`src/rtl/cpu_pkg.sv`:
```
// Shared core types: default table geometry, register index / ROB tag typedefs
// and the per-register status record.
package cpu_pkg;

    localparam int unsigned NREG_DEFAULT = 32;
    localparam int unsigned TAGW_DEFAULT = 5;

    typedef logic [$clog2(NREG_DEFAULT)-1:0] reg_idx_t;
    typedef logic [TAGW_DEFAULT-1:0]         rob_tag_t;

    typedef struct packed {
        logic     busy;
        rob_tag_t tag;
    } status_entry_t;

endpackage

```
`src/rtl/rst_lookup.sv`:
```
// One combinational read port of the register status table, including the
// same-cycle commit bypass and the hardwired-zero register.
module rst_lookup #(
    parameter  int unsigned NREG     = 32,
    parameter  int unsigned TAGW     = 5,
    parameter  int unsigned ZERO_REG = 1,
    localparam int unsigned IDXW     = $clog2(NREG)
) (
    input  logic [IDXW-1:0]            idx,
    input  logic [NREG-1:0]            busy_vec,
    input  logic [NREG-1:0][TAGW-1:0]  tag_vec,
    input  logic                       cmt_valid,
    input  logic [IDXW-1:0]            cmt_idx,
    input  logic [TAGW-1:0]            cmt_tag,
    output logic                       busy,
    output logic [TAGW-1:0]            tag
);

    logic            w_busy;
    logic [TAGW-1:0] w_tag;
    logic            w_bypass;
    logic            w_zero;

    always_comb begin
        w_busy   = busy_vec[idx];
        w_tag    = tag_vec[idx];
        // A committing producer releases the register in the cycle it retires.
        w_bypass = cmt_valid && (cmt_idx == idx) && (w_tag == cmt_tag) && w_busy;
        w_zero   = (ZERO_REG != 0) && (idx == '0);
        busy     = w_busy && !w_bypass && !w_zero;
        tag      = busy ? w_tag : '0;
    end

endmodule

```
`src/rtl/reg_status_table.sv`:
```
// Register result-status table: per-register pending bit and producing ROB tag,
// renamed at dispatch, cleared by tag-matched commit or a full flush.
module reg_status_table
    import cpu_pkg::*;
#(
    parameter  int unsigned NREG     = NREG_DEFAULT,
    parameter  int unsigned TAGW     = TAGW_DEFAULT,
    parameter  int unsigned ZERO_REG = 1,
    localparam int unsigned IDXW     = $clog2(NREG),
    localparam int unsigned CNTW     = IDXW + 1
) (
    input  logic              clk,
    input  logic              rst,
    input  logic [IDXW-1:0]   src1_idx,
    input  logic [IDXW-1:0]   src2_idx,
    output logic              src1_busy,
    output logic [TAGW-1:0]   src1_tag,
    output logic              src2_busy,
    output logic [TAGW-1:0]   src2_tag,
    input  logic              ren_valid,
    input  logic [IDXW-1:0]   ren_idx,
    input  logic [TAGW-1:0]   ren_tag,
    input  logic              cmt_valid,
    input  logic [IDXW-1:0]   cmt_idx,
    input  logic [TAGW-1:0]   cmt_tag,
    input  logic              flush,
    input  logic [IDXW-1:0]   probe_idx,
    output logic              probe_busy,
    output logic [TAGW-1:0]   probe_tag,
    output logic [CNTW-1:0]   busy_count
);

    logic [NREG-1:0]           r_busy;
    logic [NREG-1:0][TAGW-1:0] r_tag;
    logic [CNTW-1:0]           r_busy_count;

    logic            w_ren_ok;
    logic            w_ren_new;
    logic            w_cmt_hit;
    logic            w_cmt_clr;
    logic [CNTW-1:0] w_count_nxt;

    // Update qualification; a same-register rename overrides the commit clear.
    always_comb begin
        w_ren_ok    = ren_valid && !((ZERO_REG != 0) && (ren_idx == '0));
        w_ren_new   = w_ren_ok && !r_busy[ren_idx];
        w_cmt_hit   = cmt_valid && r_busy[cmt_idx] && (r_tag[cmt_idx] == cmt_tag);
        w_cmt_clr   = w_cmt_hit && !(w_ren_ok && (ren_idx == cmt_idx));
        w_count_nxt = r_busy_count + CNTW'(w_ren_new) - CNTW'(w_cmt_clr);
    end

    always_ff @(posedge clk) begin
        if (rst || flush) begin
            r_busy       <= '0;
            r_tag        <= '0;
            r_busy_count <= '0;
        end else begin
            if (w_cmt_clr) begin
                r_busy[cmt_idx] <= 1'b0;
            end
            if (w_ren_ok) begin
                r_busy[ren_idx] <= 1'b1;
                r_tag[ren_idx]  <= ren_tag;
            end
            r_busy_count <= w_count_nxt;
        end
    end

    assign busy_count = r_busy_count;

    rst_lookup #(.NREG(NREG), .TAGW(TAGW), .ZERO_REG(ZERO_REG)) u_lk_src1 (
        .idx(src1_idx), .busy_vec(r_busy), .tag_vec(r_tag),
        .cmt_valid(cmt_valid), .cmt_idx(cmt_idx), .cmt_tag(cmt_tag),
        .busy(src1_busy), .tag(src1_tag)
    );

    rst_lookup #(.NREG(NREG), .TAGW(TAGW), .ZERO_REG(ZERO_REG)) u_lk_src2 (
        .idx(src2_idx), .busy_vec(r_busy), .tag_vec(r_tag),
        .cmt_valid(cmt_valid), .cmt_idx(cmt_idx), .cmt_tag(cmt_tag),
        .busy(src2_busy), .tag(src2_tag)
    );

    rst_lookup #(.NREG(NREG), .TAGW(TAGW), .ZERO_REG(ZERO_REG)) u_lk_probe (
        .idx(probe_idx), .busy_vec(r_busy), .tag_vec(r_tag),
        .cmt_valid(cmt_valid), .cmt_idx(cmt_idx), .cmt_tag(cmt_tag),
        .busy(probe_busy), .tag(probe_tag)
    );

endmodule
```
`config.mk`:
```
export PLATFORM = sky130hd
export DESIGN_NAME = reg_status_table
export DESIGN_NICKNAME = d
export VERILOG_FILES = /design/src/rtl/cpu_pkg.sv /design/src/rtl/rst_lookup.sv /design/src/rtl/reg_status_table.sv
export SDC_FILE = /design/constraint.sdc
export NUM_CORES = 1
export LEC_CHECK = 0
export ABC_AREA = 0
export BUFFER_PORTS_ARGS = -buffer_cell sky130_fd_sc_hd__buf_2
export CAP_MARGIN = 20
export CELL_PAD_IN_SITES_DETAIL_PLACEMENT = 0
export CELL_PAD_IN_SITES_GLOBAL_PLACEMENT = 2
export CORE_UTILIZATION = 41
export CTS_BUF_LIST = sky130_fd_sc_hd__clkbuf_4 sky130_fd_sc_hd__clkbuf_8 sky130_fd_sc_hd__clkbuf_16
export DETAILED_ROUTE_END_ITERATION = 8
export PLACE_DENSITY_LB_ADDON = 0.1
export SETUP_SLACK_MARGIN = 0.1
export SLEW_MARGIN = 0
export SYNTH_ARGS = -nofsm -noshare
export SYNTH_HDL_FRONTEND = slang
export SYNTH_SLANG_ARGS = --single-unit
```
`constraint.sdc`:
```
create_clock -name clk -period 4.31 [get_ports clk]
set_clock_uncertainty 0.05 [all_clocks]
set_input_delay 0.6465 -clock clk [delete_from_list [all_inputs] [get_ports clk]]
set_output_delay 0.6465 -clock clk [all_outputs]
set_load 0.03 [all_outputs]
```
==> flow_results.org, run 1 <==
** Synth
- Yosys mapped a number of flops with a built-in enable equal to 0.
- Counting flops and latches in the post-synthesis netlist gives 198.
- Fraction of synthesis flops using an asynchronous set or reset pin :: 0
- The number of different library cells used by synthesis comes to 63.
- Post-synthesis cell area :: 14800 um^2
- Synth top area cells :: sky130_fd_sc_hd__dfxtp_1, sky130_fd_sc_hd__mux4_2, sky130_fd_sc_hd__mux2i_1
- Yosys warning count :: 0
- Share of the yosys chip area belonging to registers :: 0.268
- Ranked by instance count, the synthesized netlist is headed by sky130_fd_sc_hd__mux2i_1, sky130_fd_sc_hd__dfxtp_1, sky130_fd_sc_hd__nor2_1, sky130_fd_sc_hd__mux4_2, sky130_fd_sc_hd__nand2_1.
- Synth Area per Inst :: 9.88 um^2
- The biggest area contributor in the post-synthesis netlist is sky130_fd_sc_hd__dfxtp_1.
- Among all flip-flop cells after synthesis, the most frequent one is sky130_fd_sc_hd__dfxtp_1.
- Counting every net in the synthesized netlist gives 1542.
- Dominant cell by count in the synthesized netlist :: sky130_fd_sc_hd__mux2i_1
- Yosys top cell area share :: 0.268
- Synthesized instance count :: 1495

** Timing
- The hold violation total from the final report came to 0.
- Setup slack closes at 215 ps.
- Setup repair after global routing left no endpoint under its margin.
- Actual slew at the worst max-slew pin :: 1010 ps
- Final hold analysis gives a worst-case slack of 417 ps.
- Clock period minus worst slack :: 4100 ps
- The worst pin sits at a relative slew slack of 0.324.
- Dividing the final minimum period by the clock period gives 0.950.
- Achievable Freq :: 0.244 GHz
- Number of setup violations in the final report :: 0
- Max-slew violation count :: 0

** Route
- Routed vias :: 13601
- After detailed routing, the number of vias per cell comes to 6.60.
- Antenna Nets Post-Route :: 0
- Total Wirelength :: 64.8 mm
- In the final routed layout, each cell accounts on average for 31.5 um.
- Number of DRC markers after the initial detailed-route iteration :: 1504
- The first TritonRoute pass finished after 5 iterations.
- In the routed design, unresolved DRC markers number 0.

** Final layout
- From synthesis to final layout, the design area changed by 14.9%.
- Layout cell share with drive strength beyond 1 :: 0.267
- Fillers :: 3367
- Non-Filler Cell Area, Final :: 17000 um^2
- NumNets Final :: 1632

** Power and ir drop
- Switching power as a share of total power :: 0.287
- The share of total power dissipated in sequential elements is 0.443.
- The analysis attributes to net switching a power of 1.20 mW.
- For this design the static power due to leakage is 6.22 nW.
- Part of the total power dissipated in combinational logic :: 0.154
- P_int :: 2.97 mW
- Dividing total power by cell area gives a power density of 246 nW/um^2.
- Of the total power, the clock network draws 0.403.
- The worst-case IR drop observed on VDD is 275 uV.

** Clock network
- The tree is rooted in a sky130_fd_sc_hd__clkbuf_16.
- Setup repair bufs after CTS :: 0
- The clock passes through at most 2 buffers.
- The clock reaches the later pin of the worst-skew pair after 470 ps.
- The clock tree synthesis step divided the H-tree into 4 levels.
- TritonCTS built the clock tree.
- Clock tree synthesis found a total of 198 sinks.
- After clock tree synthesis, the clock-pin slew on the worst setup and hold paths is 70 ps.
- Number of buffers created by CTS :: 17

** Placed design
- Final weighted congestion of routability-driven global placement :: 0.997
- Buffers on Ports :: 63
- After legalization and detailed placement, the total HPWL measured 49.8 mm.
- Cell area after placement :: 16300 um^2
- Pre-CTS setup slack :: -218 ps

** Setup path
- At the worst endpoint, the required time is 3610 ps.
- RR Startpoint :: r_tag[118]
- The endpoint identified for the worst register-to-register timing path is busy_count[5].
- The number of cells on the worst reg-to-reg path is 16.
- Most frequent CP cell :: sky130_fd_sc_hd__buf_2
- STA classifies the critical path endpoint as a primary output.
- Worst-path maximum fanout :: 19
- Critical path's largest stage delay :: 380 ps
- Data arrival, critical path :: 3400 ps
- In this run the number of cells on the critical path is 10.
- In this run the register-to-register setup slack is 560 ps.
- Grouping stages by cell kind, the critical path spends the most delay in compound AO/OA/AOI/OAI gates.
- The number of buffers and inverters on the critical path is 3.
- Slowest-stage cell, CP :: sky130_fd_sc_hd__buf_4
- Crit path cell chain :: buf_2 -> buf_4 -> mux4_2 -> a22oi_1 -> nand2_1 -> or3_1 -> a211oi_1 -> a41o_1 -> nor2_1 -> buf_2
- The critical path is of the in -> out type.
- The worst setup path is launched from an input pin.

** Worst hold path
- Hold wc startpoint :: r_busy[0]
- The worst hold path belongs to the class reg -> reg.
- Hold EP :: r_busy[0]
- Cell depth of the worst hold path :: 2

** Die
- DIE WIDTH :: 192 um
- Die Ht :: 192 um
- # IOs :: 64
- Area enclosed by the die boundary :: 36800 um^2
- Row cnt :: 69
- Initial core utilization :: 0.416
- Core ar. :: 35500 um^2

** Global route
- Entering global routing, the biggest net connects 74 pins.
- First-pass GRT wire length :: 92.6 mm
- Via count of the first global-routing pass :: 12558
- The number of antenna violations at the first check in global routing is 0.
- Global routing finished with a remaining overflow of 0.
- In the global route stage, overall resource usage came out at 0.357.

** Run
- Maximum Capacitance Violations :: 0

** Run status
- The flow ran to the end, and the final reports show no timing, DRC or antenna violations.
layout make-up:
| cell class | instances | area [um^2] | share of cell area |
|---|---|---|---|
| Timing Repair Buffer | 203 | 1540 | 0.0909 |
| Antenna cell | 2 | 5.00 | 0.000295 |
| Inverter | 25 | 97.6 | 0.00575 |
| Clock buffer | 22 | 463 | 0.0273 |
| Clock inverter | 10 | 121 | 0.00715 |
| Multi-Input combinational cell | 1140 | 10200 | 0.601 |
| Tap cell | 461 | 577 | 0.0340 |
| Sequential cell | 198 | 3960 | 0.234 |
power by group through the flow:
| stage | sequential, mW | clock, mW | combinational [mW] |
|---|---|---|---|
| after global placement | 1.89 | 0 | 0.629 |
| after CTS | 1.84 | 1.69 | 0.635 |
| after global routing | 1.84 | 1.76 | 0.671 |
| after detailed placement | 1.89 | 0 | 0.633 |
| final | 1.84 | 1.68 | 0.644 |
| after floorplan | 1.88 | 0 | 0.391 |
cell families after synthesis:
kind of cell,after synthesis,synth area share
AO/OA/AOI/OAI,217,0.0964
AND/OR/NAND/NOR,469,0.155
multiplexers,412,0.409
XOR/XNOR,35,0.0208
flip-flops,198,0.268
adder cells (fa/ha/maj),7,0.00644
buffers and inverters,157,0.0447
stage by stage:
stage / utilization / std cells / power (mW) / TNS (ps)
floorplan: - / 1495 / 2.28 / 0
global placement: 0.460 / 2025 / 2.52 / -699
detailed placement: 0.460 / 2027 / 2.52 / -633
CTS: 0.477 / 2059 / 4.17 / 0
global route: 0.478 / 2059 / 4.27 / 0
finish: 0.478 / 2061 / 4.17 / 0
registers in the layout (all words and copies together) (netlist names):
register and cells:
r_tag 160, r_busy 32, busy_count 6
worst max path at each step:
stage	from	to	slack (ps)
4_1_cts	probe_idx[0]	probe_tag[1]	190
3_5_place_dp	cmt_idx[1]	busy_count[5]	-220
5_1_grt	cmt_idx[4]	busy_count[5]	110
6_report	src1_idx[1]	src1_tag[3]	210
2_1_floorplan	src2_idx[0]	src2_tag[2]	100
3_3_place_gp	cmt_idx[0]	busy_count[5]	-240
worst reg2reg max path: stages (launching register included):
cell	delay [ps]
sky130_fd_sc_hd__dfxtp_1	390
sky130_fd_sc_hd__mux2i_1	320
sky130_fd_sc_hd__o22ai_1	120
sky130_fd_sc_hd__nor4_1	300
sky130_fd_sc_hd__a21oi_1	130
sky130_fd_sc_hd__or4_4	500
sky130_fd_sc_hd__nor3_1	320
sky130_fd_sc_hd__buf_4	200
sky130_fd_sc_hd__ha_1	170
sky130_fd_sc_hd__inv_1	50
sky130_fd_sc_hd__ha_1	260
sky130_fd_sc_hd__a21o_1	170
sky130_fd_sc_hd__a21oi_1	200
sky130_fd_sc_hd__o21bai_1	80
sky130_fd_sc_hd__a21oi_1	180
sky130_fd_sc_hd__xnor2_1	130
sky130_fd_sc_hd__nor2_1	50
per-layer routing:
metal	global-route usage	routed length, um
met1	0.501	27800
met2	0.517	27900
met3	0.0844	6310
met4	0.161	2860
met5	0	0
placed cells by master, fill, tap and decap left out, types with 12 or more instances in the layout:
cell,synthesis,routed
sky130_fd_sc_hd__mux2i_1,245,244
sky130_fd_sc_hd__dfxtp_1,198,198
sky130_fd_sc_hd__nor2_1,178,176
sky130_fd_sc_hd__mux4_2,151,151
sky130_fd_sc_hd__buf_4,5,127
sky130_fd_sc_hd__nand2_1,109,109
sky130_fd_sc_hd__a21oi_1,68,68
sky130_fd_sc_hd__buf_2,29,61
sky130_fd_sc_hd__o22ai_1,41,41
sky130_fd_sc_hd__nand3_1,39,39
sky130_fd_sc_hd__o21ai_0,27,27
sky130_fd_sc_hd__inv_1,24,24
sky130_fd_sc_hd__a22oi_1,20,20
sky130_fd_sc_hd__nor2b_1,18,18
sky130_fd_sc_hd__xnor2_1,18,18
sky130_fd_sc_hd__xor2_1,17,17
sky130_fd_sc_hd__clkbuf_16,0,17
sky130_fd_sc_hd__mux2_2,16,16
sky130_fd_sc_hd__nor3_1,18,16
sky130_fd_sc_hd__nor3b_1,13,13
sky130_fd_sc_hd__buf_12,0,13
sky130_fd_sc_hd__nand4_1,12,12
what timing repair did:
action | 4_1_cts | 5_1_grt
endpoints found under the setup margin | 0 | 7
resized for setup | 0 | 9
hold buffers | 0 | 0
Power figures use the tool's default switching activity.
==> inputs of run 2 (changes only) <==
==> constraint.sdc (replaced) <==
create_clock -name clk -period 4.1 [get_ports clk]
set_clock_uncertainty 0.05 [all_clocks]
set_input_delay 0.615 -clock clk [delete_from_list [all_inputs] [get_ports clk]]
set_output_delay 0.615 -clock clk [all_outputs]
set_load 0.03 [all_outputs]
==> flow_results.org, run 2 (synthesis gave the netlist of run 1 again) <==
** Timing
- Number of setup violations in the final report :: 0 (unchanged)
- Setup repair after global routing missed its margin: true (was false).
- Final hold violation count :: 0 (unchanged)
- Actual slew at the worst max-slew pin :: 1040 ps (was 1010 ps)
- Max-slew violation count :: 0 (unchanged)
- Worst slew margin relative to its limit :: 0.306 (was 0.324)
- Final worst-path cycle share :: 0.973
- Timing would allow up to 0.251 GHz.
- Clock period minus worst slack :: 3990 ps
- Hold WS :: 404 ps (was 417 ps)

** Final layout
- Layout cell share with drive strength beyond 1 :: 0.307 (was 0.267)
- The largest register by flop count was r_tag (unchanged).
- The number of fill cells is 3370 (was 3367).
- Max FFs per register :: 160 (unchanged)
- Most used cells in the layout excluding fill and tap cells: sky130_fd_sc_hd__mux2i_1, sky130_fd_sc_hd__dfxtp_1, sky130_fd_sc_hd__buf_4 (was sky130_fd_sc_hd__mux2i_1, sky130_fd_sc_hd__dfxtp_1, sky130_fd_sc_hd__nor2_1).
- Number of non-filler instances in the completed layout :: 2126 (was 2061)
- The signed area change from the synthesized netlist to the final layout was 19.5% (was 14.9%).
- NumNets Final :: 1697 (was 1632)
- The most frequent standard cell in the layout excluding fill and tap cells is sky130_fd_sc_hd__mux2i_1 (unchanged).
- Utilization after layout :: 0.497 (was 0.478)

** Global route
- The global routing usage on met2 was 0.541 (was 0.517).
- The global-route wire length before repair came to 96.6 mm (was 92.6 mm).
- The met1 usage in global routing was 0.538 (was 0.501).
- Grt met3 use :: 0.0780 (was 0.0844)
- The maximum number of pins on one net before global-route repair is 93 (was 74).
- The number of antenna violations at the first check in global routing is 0 (unchanged).
- Via count of the first global-routing pass :: 12811 (was 12558)
- Layer carrying the most global-route usage :: met2 (unchanged)
- Total Routing Usage GR :: 0.375 (was 0.357)
- GRT Residual Overflow :: 0 (unchanged)

** Setup path
- Worst-path maximum fanout :: 33 (was 19)
- Type of destination of the critical path :: primary output (unchanged)
- Type of the worst setup path :: in -> out (unchanged)
- The biggest cell delay along the critical path came to 530 ps (was 380 ps).
- The reg-to-reg critical path startpoint is r_tag[143] (was r_tag[118]).
- Critical Path Start :: src1_idx[1] (unchanged)
- The data required time at the worst endpoint is 3430 ps (was 3610 ps).
- The data arrival at the endpoint of the critical path is 3330 ps (was 3400 ps).
- The cell type of the slowest stage on the worst timing path was sky130_fd_sc_hd__mux4_2 (was sky130_fd_sc_hd__buf_4).
- Worst Setup Start Kind :: input pin (unchanged)
- Crit path cell chain: buf_2 -> buf_12 -> buf_4 -> mux4_2 -> mux2i_1 -> mux4_2 -> xor2_1 -> a41o_2 -> nor2_1 -> buf_2 (was buf_2 -> buf_4 -> mux4_2 -> a22oi_1 -> nand2_1 -> or3_1 -> a211oi_1 -> a41o_1 -> nor2_1 -> buf_2).

** Run
- The count of max-cap constraint violations was 0 (unchanged).

** Worst hold path
- The hold path startpoint is r_busy[0] (unchanged).
- Classification of the worst-slack hold path :: reg -> reg (unchanged)

** Route
- Routed vias :: 14087 (was 13601)
- Antenna Nets Post-Route :: 0 (unchanged)
- The initial detailed-routing violation count was 1834 (was 1504).
- The ratio of routed vias to standard cells was 6.63 (was 6.60).
- Drt wl/cell :: 32.3 um (was 31.5 um)
- Router iterations before antenna repair :: 5 (unchanged)
- Total Wirelength :: 68.6 mm (was 64.8 mm)
- Number of remaining DRC errors :: 0 (unchanged)

** Placed design
- Placed instance count :: 2078 (was 2027)
- The placer congestion estimate came to 1.01 (was 0.997).
- HPWL after DPL :: 52.1 mm (was 49.8 mm)
- Buffers on Ports :: 63 (unchanged)

** Run status
- Status: finished clean (unchanged).

** Clock network
- The clock latency of the later-clocked register in the worst-skew pair is 470 ps (about the same).
- The clock tree from TritonCTS is built (unchanged).
- The clock tree root driver cell is sky130_fd_sc_hd__clkbuf_16 (unchanged).
- Number of buffers created by CTS :: 17 (unchanged)
- The sink count of the clock tree came to 198 (unchanged).
- Clock Tree Buf Depth :: 2 (unchanged)
- The maximum level of the CTS H-tree came to 4 (unchanged).
- The clock transition at the registers of the reported paths is 80 ps (was 70 ps).

** Power and ir drop
- Static leakage :: 6.57 nW (was 6.22 nW)
- The peak ir drop on the vdd network came to 355 uV (was 275 uV).
- Power density cells :: 254 nW/um^2 (was 246 nW/um^2)

** Die
- # IOs :: 64 (unchanged)
- Core ar. :: 35500 um^2 (unchanged)
- Die Ht :: 192 um (unchanged)
- The site row count was 69 (unchanged).
- Initial core utilization :: 0.416 (unchanged)
- The die width is 192 um (unchanged).
- The area of the die is 36800 um^2 (unchanged).
[run 2: cell types whose count changed in the layout (fill, tap and decap cells not counted), sizes merged]
| cell | delta |
|---|---|
| clkinv | +2 |
| clkbuf | +5 |
| buf | +57 |
| clkinvlp | -2 |
| inv | +3 |
[run 2: routing by layer]
layer,vias to the layer above,wire [um],part of all wire
li1,6000,-,-
met1,7155,30100,0.44
met2,802,29200,0.43
met3,130,6180,0.090
met4,0,3140,0.046
met5,-,0,0
[run 2: critical path: cells and delay by family]
family                    cells  cell delay, ps
AOI/OAI and AO/OA             1             330
and+or+nand+nor               1             110
buffers and inverters         4             780
xor gates and xnor gates      1              80
muxes                         3            1320
[run 2: final timing paths]
check	to	slack [ps]	cells after the start
min reg2reg	r_busy[0]	400	2
max reg2reg	busy_count[4]	420	17
min	r_busy[0]	400	2
max	src1_tag[0]	110	10
[run 2: final cells by class]
cell class                      instances  area (um^2)  share of cell area
Multi-Input combinational cell       1140        10300               0.583
Sequential cell                       198         3960               0.225
Timing Repair Buffer                  268         2090               0.119
Tap cell                              461          577              0.0327
Clock buffer                           19          453              0.0257
Clock inverter                         13          161             0.00915
Inverter                               25         97.6             0.00553
Antenna cell                            2         5.00            0.000284
[run 2: metrics by stage]
step | setup TNS (ps) | power, mW | instance area [um^2] | setup slack [ps]
after global placement | -2380 | 2.66 | 16700 | -605
after floorplan | 0 | 2.39 | 14800 | 50.9
after CTS | 0 | 4.47 | 17300 | 53.0
final | 0 | 4.48 | 17600 | 109
after detailed placement | -2170 | 2.67 | 16700 | -558
after global routing | 0 | 4.61 | 17600 | 37.8
[run 2: timing repair]
item / CTS / global route
pin swaps: 0 / 3
cloned: 0 / 3
hold buffers: 0 / 0
setup buffers: 0 / 11
gates resized for setup: 4 / 37
setup endpoints to repair: 15 / 21
[run 2: power by group]
| group | internal [mW] | switching (mW) | total (mW) |
|---|---|---|---|
| Combinational | 0.281 | 0.444 | 0.726 |
| Sequential | 1.93 | 0.0110 | 1.94 |
| Clock | 0.953 | 0.864 | 1.82 |
==> inputs of run 3 (changes only) <==
--- a/config.mk
+++ b/config.mk
@@ -5,12 +5,12 @@
 export SDC_FILE = /design/constraint.sdc
 export NUM_CORES = 1
 export LEC_CHECK = 0
-export ABC_AREA = 0
+export ABC_AREA = 1
 export BUFFER_PORTS_ARGS = -buffer_cell sky130_fd_sc_hd__buf_2
 export CAP_MARGIN = 20
 export CELL_PAD_IN_SITES_DETAIL_PLACEMENT = 0
 export CELL_PAD_IN_SITES_GLOBAL_PLACEMENT = 2
-export CORE_UTILIZATION = 41
+export CORE_UTILIZATION = 33
 export CTS_BUF_LIST = sky130_fd_sc_hd__clkbuf_4 sky130_fd_sc_hd__clkbuf_8 sky130_fd_sc_hd__clkbuf_16
 export DETAILED_ROUTE_END_ITERATION = 8
 export PLACE_DENSITY_LB_ADDON = 0.1
==> flow_results.org, run 3 <==
** Timing
- Setup repair after global routing missed its margin :: false (was true)
- The part of the cycle the worst path needs came to 0.900 (was 0.973).
- The final worst hold slack is 432 ps (was 404 ps).
- Worst slew margin relative to its limit :: 0.194 (was 0.306)
- Number of setup violations in the final report :: 0 (unchanged)
- Achievable Freq :: 0.271 GHz (was 0.251 GHz)
- Clock period minus worst slack :: 3690 ps (was 3990 ps)
- Actual slew at the worst max-slew pin :: 1210 ps (was 1040 ps)
- Final hold violation count :: 0 (unchanged)
- Setup TNS :: 0 ps (unchanged)
- Max-slew violation count :: 0 (unchanged)
- The slack of the critical path was 410 ps (was 109 ps).

** Die
- # IOs :: 64 (unchanged)
- Row cnt :: 79 (was 69)
- Die Ht :: 219 um (was 192 um)
- Area enclosed by the die boundary :: 48100 um^2 (was 36800 um^2)
- The die width is 219 um (was 192 um).
- The starting density of the core came to 0.334 (was 0.416).
- Core ar. :: 46600 um^2 (was 35500 um^2)

** Synth
- Predominant post-synthesis flop cell :: sky130_fd_sc_hd__dfxtp_1 (unchanged)
- Post-synthesis cell area :: 15600 um^2 (was 14800 um^2)
- Most frequent cells after synthesis: sky130_fd_sc_hd__nand2_1, sky130_fd_sc_hd__a21oi_1, sky130_fd_sc_hd__nand3_1, sky130_fd_sc_hd__o21ai_0, sky130_fd_sc_hd__nor2_1 (was sky130_fd_sc_hd__mux2i_1, sky130_fd_sc_hd__dfxtp_1, sky130_fd_sc_hd__nor2_1, sky130_fd_sc_hd__mux4_2, sky130_fd_sc_hd__nand2_1).
- Synth top area cells: sky130_fd_sc_hd__dfxtp_1, sky130_fd_sc_hd__nand2_1, sky130_fd_sc_hd__a21oi_1 (was sky130_fd_sc_hd__dfxtp_1, sky130_fd_sc_hd__mux4_2, sky130_fd_sc_hd__mux2i_1).
- Synth Net Count :: 2804 (was 1542)
- The mean area per synthesized cell is 5.65 um^2 (was 9.88 um^2).
- The post-synthesis cell type with the largest combined area is sky130_fd_sc_hd__dfxtp_1 (unchanged).
- Post-synthesis share of cell area spent on full adders, half adders and majority gates :: 0.00611 (was 0.00644)
- The most frequent cell after synthesis was sky130_fd_sc_hd__nand2_1 (was sky130_fd_sc_hd__mux2i_1).
- The count of flip-flops with a built-in enable after synthesis is 0 (unchanged).
- The simple-gate portion of the synthesized area was 0.365 (was 0.155).
- The share of flip-flops with an asynchronous set or reset after synthesis came to 0 (unchanged).
- Share of the yosys chip area belonging to registers :: 0.255 (was 0.268)
- The count of mapped cells out of synthesis was 2757 (was 1495).
- The number of warnings reported in the yosys synthesis log is 0 (unchanged).
- Fraction of synthesized area in multiplexers :: 0 (was 0.409)
- Yosys top cell area share :: 0.255 (was 0.268)
- The distinct cell type count after synthesis was 42 (was 63).
- The area fraction in compound gates after synthesis came to 0.261 (was 0.0964).
- The XOR/XNOR share of the synthesized area came to 0.00394 (was 0.0208).
- Post-synthesis register bit count :: 198 (unchanged)
- Main combinational cell family by area after synthesis :: simple AND/OR/NAND/NOR gates (was multiplexers)

** Global route
- GRT Residual Overflow :: 0 (unchanged)
- Largest net degree at the start of global routing :: 77 (was 93)
- Number of antenna violations at the first check in global routing :: 0 (unchanged)
- Via count of the first global-routing pass :: 17770 (was 12811)
- Total Routing Usage GR :: 0.367 (was 0.375)
- First-pass GRT wire length :: 127 mm (was 96.6 mm)

** Clock network
- Number of buffers created by CTS :: 17 (unchanged)
- The number of buffers inserted for hold repair after clock tree synthesis was 0 (unchanged).
- Total number of clock tree sinks :: 198 (unchanged)
- The maximum level of the CTS H-tree was 4 (unchanged).
- CTS root buffer :: sky130_fd_sc_hd__clkbuf_16 (unchanged)
- Setup repair bufs after CTS :: 0 (unchanged)
- The quantity of gates resized following cts was 0 (was 4).
- CTS tree :: built (unchanged)
- Clock network latency to the later pin of the worst-skew pair :: 520 ps (was 470 ps)
- Clock Tree Buf Depth :: 2 (unchanged)
- Clock transition at the register clock pins on the worst setup and hold paths after CTS :: 70 ps (was 80 ps)

** Setup path
- Type of the worst setup path :: in -> out (unchanged)
- The maximum fanout count along the critical path is 16 (was 33).
- The startpoint type of the worst setup path is an input pin (unchanged).
- The data required time at the worst endpoint was 3430 ps (about the same).
- Data arrival, critical path :: 3020 ps (was 3330 ps)
- The kind of capture point of the worst setup path is a primary output (unchanged).
- In this design, the critical path's most frequently occurring cell is sky130_fd_sc_hd__nand2_1.
- The biggest cell delay along the critical path was 490 ps (was 530 ps).
- The cell type of the slowest stage on the worst timing path is sky130_fd_sc_hd__buf_2 (was sky130_fd_sc_hd__mux4_2).
- Crit path cell chain :: buf_2 -> nor2_1 -> buf_4 -> nand2_1 -> nand2_1 -> a21oi_1 -> nand2_1 -> nand2_1 -> nand2_1 -> nand2_1 -> nor2_1 -> nand3_1 -> nand2_1 -> nor2_1 -> buf_2 (was buf_2 -> buf_12 -> buf_4 -> mux4_2 -> mux2i_1 -> mux4_2 -> xor2_1 -> a41o_2 -> nor2_1 -> buf_2)

** Placed design
- Pre-CTS setup slack :: -85.2 ps (was -558 ps)
- Final weighted congestion of routability-driven global placement :: 1.01 (about the same)
- The number of placed instances with taps included is 3338 (was 2078).
- Cell area after placement :: 16900 um^2 (was 16700 um^2)
- The count of buffers from port buffering is 63 (unchanged).
- The sum of net half-perimeters after detailed placement came to 63.1 mm (was 52.1 mm).

** Worst hold path
- Classification of the worst-slack hold path :: reg -> reg (unchanged)

** Power and ir drop
- The cell-internal power was 3.16 mW (about the same).
- IR drop worst, VDD :: 267 uV (was 355 uV)
- The combinational fraction of design power came to 0.227 (was 0.162).
- Switching power as a share of total power :: 0.357 (was 0.294)
- Switching power :: 1.75 mW (was 1.32 mW)
- Final Total Pwr :: 4.91 mW (was 4.48 mW)
- Proportion of power drawn by the clock network :: 0.379 (was 0.405)
- Sequential power share :: 0.395 (was 0.433)
- Static leakage :: 6.65 nW (was 6.57 nW)
- The areal power density over the cells was 281 nW/um^2 (was 254 nW/um^2).

** Final layout
- The final core area utilization came to 0.376 (was 0.497).
- Max FFs per register :: 160 (unchanged)
- Area growth from synthesis to final layout :: 12.5% (was 19.5%)
- Number of non-filler instances in the completed layout :: 3368 (was 2126)
- Non-Filler Cell Area, Final :: 17500 um^2 (was 17600 um^2)
- Most used cells in the layout excluding fill and tap cells :: sky130_fd_sc_hd__nand2_1, sky130_fd_sc_hd__a21oi_1, sky130_fd_sc_hd__nand3_1 (was sky130_fd_sc_hd__mux2i_1, sky130_fd_sc_hd__dfxtp_1, sky130_fd_sc_hd__buf_4)
- Biggest register :: r_tag (unchanged)
- Antenna diode instance count :: 0 (was 2)
- Most frequent standard cell in the layout excluding fill and tap cells :: sky130_fd_sc_hd__nand2_1 (was sky130_fd_sc_hd__mux2i_1)
- Layout cell share with drive strength beyond 1 :: 0.0855 (was 0.307)
- The number of fill cells is 5289 (was 3370).
- The final-stage net count is 2797 (was 1697).

** Route
- Antenna Nets Post-Route :: 0 (unchanged)
- Mean number of vias per cell :: 5.85 (was 6.63)
- The detailed-route via count is 19709 (was 14087).
- Number of remaining DRC errors :: 0 (unchanged)
- Total Wirelength :: 87.8 mm (was 68.6 mm)
- The per-cell routed wire length was 26.1 um (was 32.3 um).
- The initial detailed-routing violation count came to 2398 (was 1834).
- The first-pass iteration count of the detailed router came to 6 (was 5).

** Run status
- Status: finished clean (unchanged).

** Run
- Maximum Capacitance Violations :: 0 (unchanged)
## run 3: cell types whose count changed in the layout (fill, tap and decap cells not counted), sizes merged, moves of 151 or more
cell | previous run | this run
nand2 | 109 | 833
nand3 | 39 | 272
o21ai | 27 | 278
mux4 | 151 | 0
mux2i | 245 | 0
a21oi | 68 | 300
inv | 30 | 207
## run 3: worst max-delay path, delay by kind of cell
kind / cells / cell delay, ps
AND/OR/NAND/NOR: 11 / 1060
AO/OA/AOI/OAI: 1 / 350
buffers and inverters: 3 / 950
## run 3: layout make-up
type	instances	area, um^2	share of cell area
Clock inverter	10	123	0.00700
Inverter	212	796	0.0454
Timing Repair Buffer	184	1500	0.0855
Multi-Input combinational cell	2137	9910	0.566
Sequential cell	198	3960	0.226
Tap cell	607	759	0.0434
Clock buffer	20	467	0.0267
## run 3: power by group through the flow
| stage | combinational [mW] | sequential (mW) | clock (mW) |
|---|---|---|---|
| after floorplan | 0.597 | 1.99 | 0 |
| after global placement | 1.08 | 1.99 | 0 |
| after detailed placement | 1.08 | 1.99 | 0 |
| after CTS | 1.09 | 1.94 | 1.89 |
| after global routing | 1.17 | 1.94 | 1.95 |
| final | 1.11 | 1.94 | 1.86 |
## run 3: layer usage
metal / global-route usage / part of all wire / vias to the layer above
met5: 0 / 0 / -
met1: 0.492 / 0.43 / 9401
met3: 0.0606 / 0.077 / 175
li1: - / - / 9136
met2: 0.578 / 0.45 / 997
met4: 0.160 / 0.043 / 0
## run 3: worst paths after layout
kind / endpoint / start / cells past startpoint / slack (ps)
setup / recovery: probe_tag[3] / probe_idx[3] / 15 / 410
hold / removal: r_busy[3] / r_busy[3] / 2 / 430
setup reg to reg: busy_count[5] / r_tag[100] / 28 / 710
hold reg to reg: r_busy[3] / r_busy[3] / 2 / 430
## run 3: cell families after synthesis
kind of cell / count (synthesis)
xor gates and xnor gates: 7
DFF: 198
AOI/OAI and AO/OA: 733
buffers and inverters: 422
and+or+nand+nor: 1390
adders and majority gates: 7
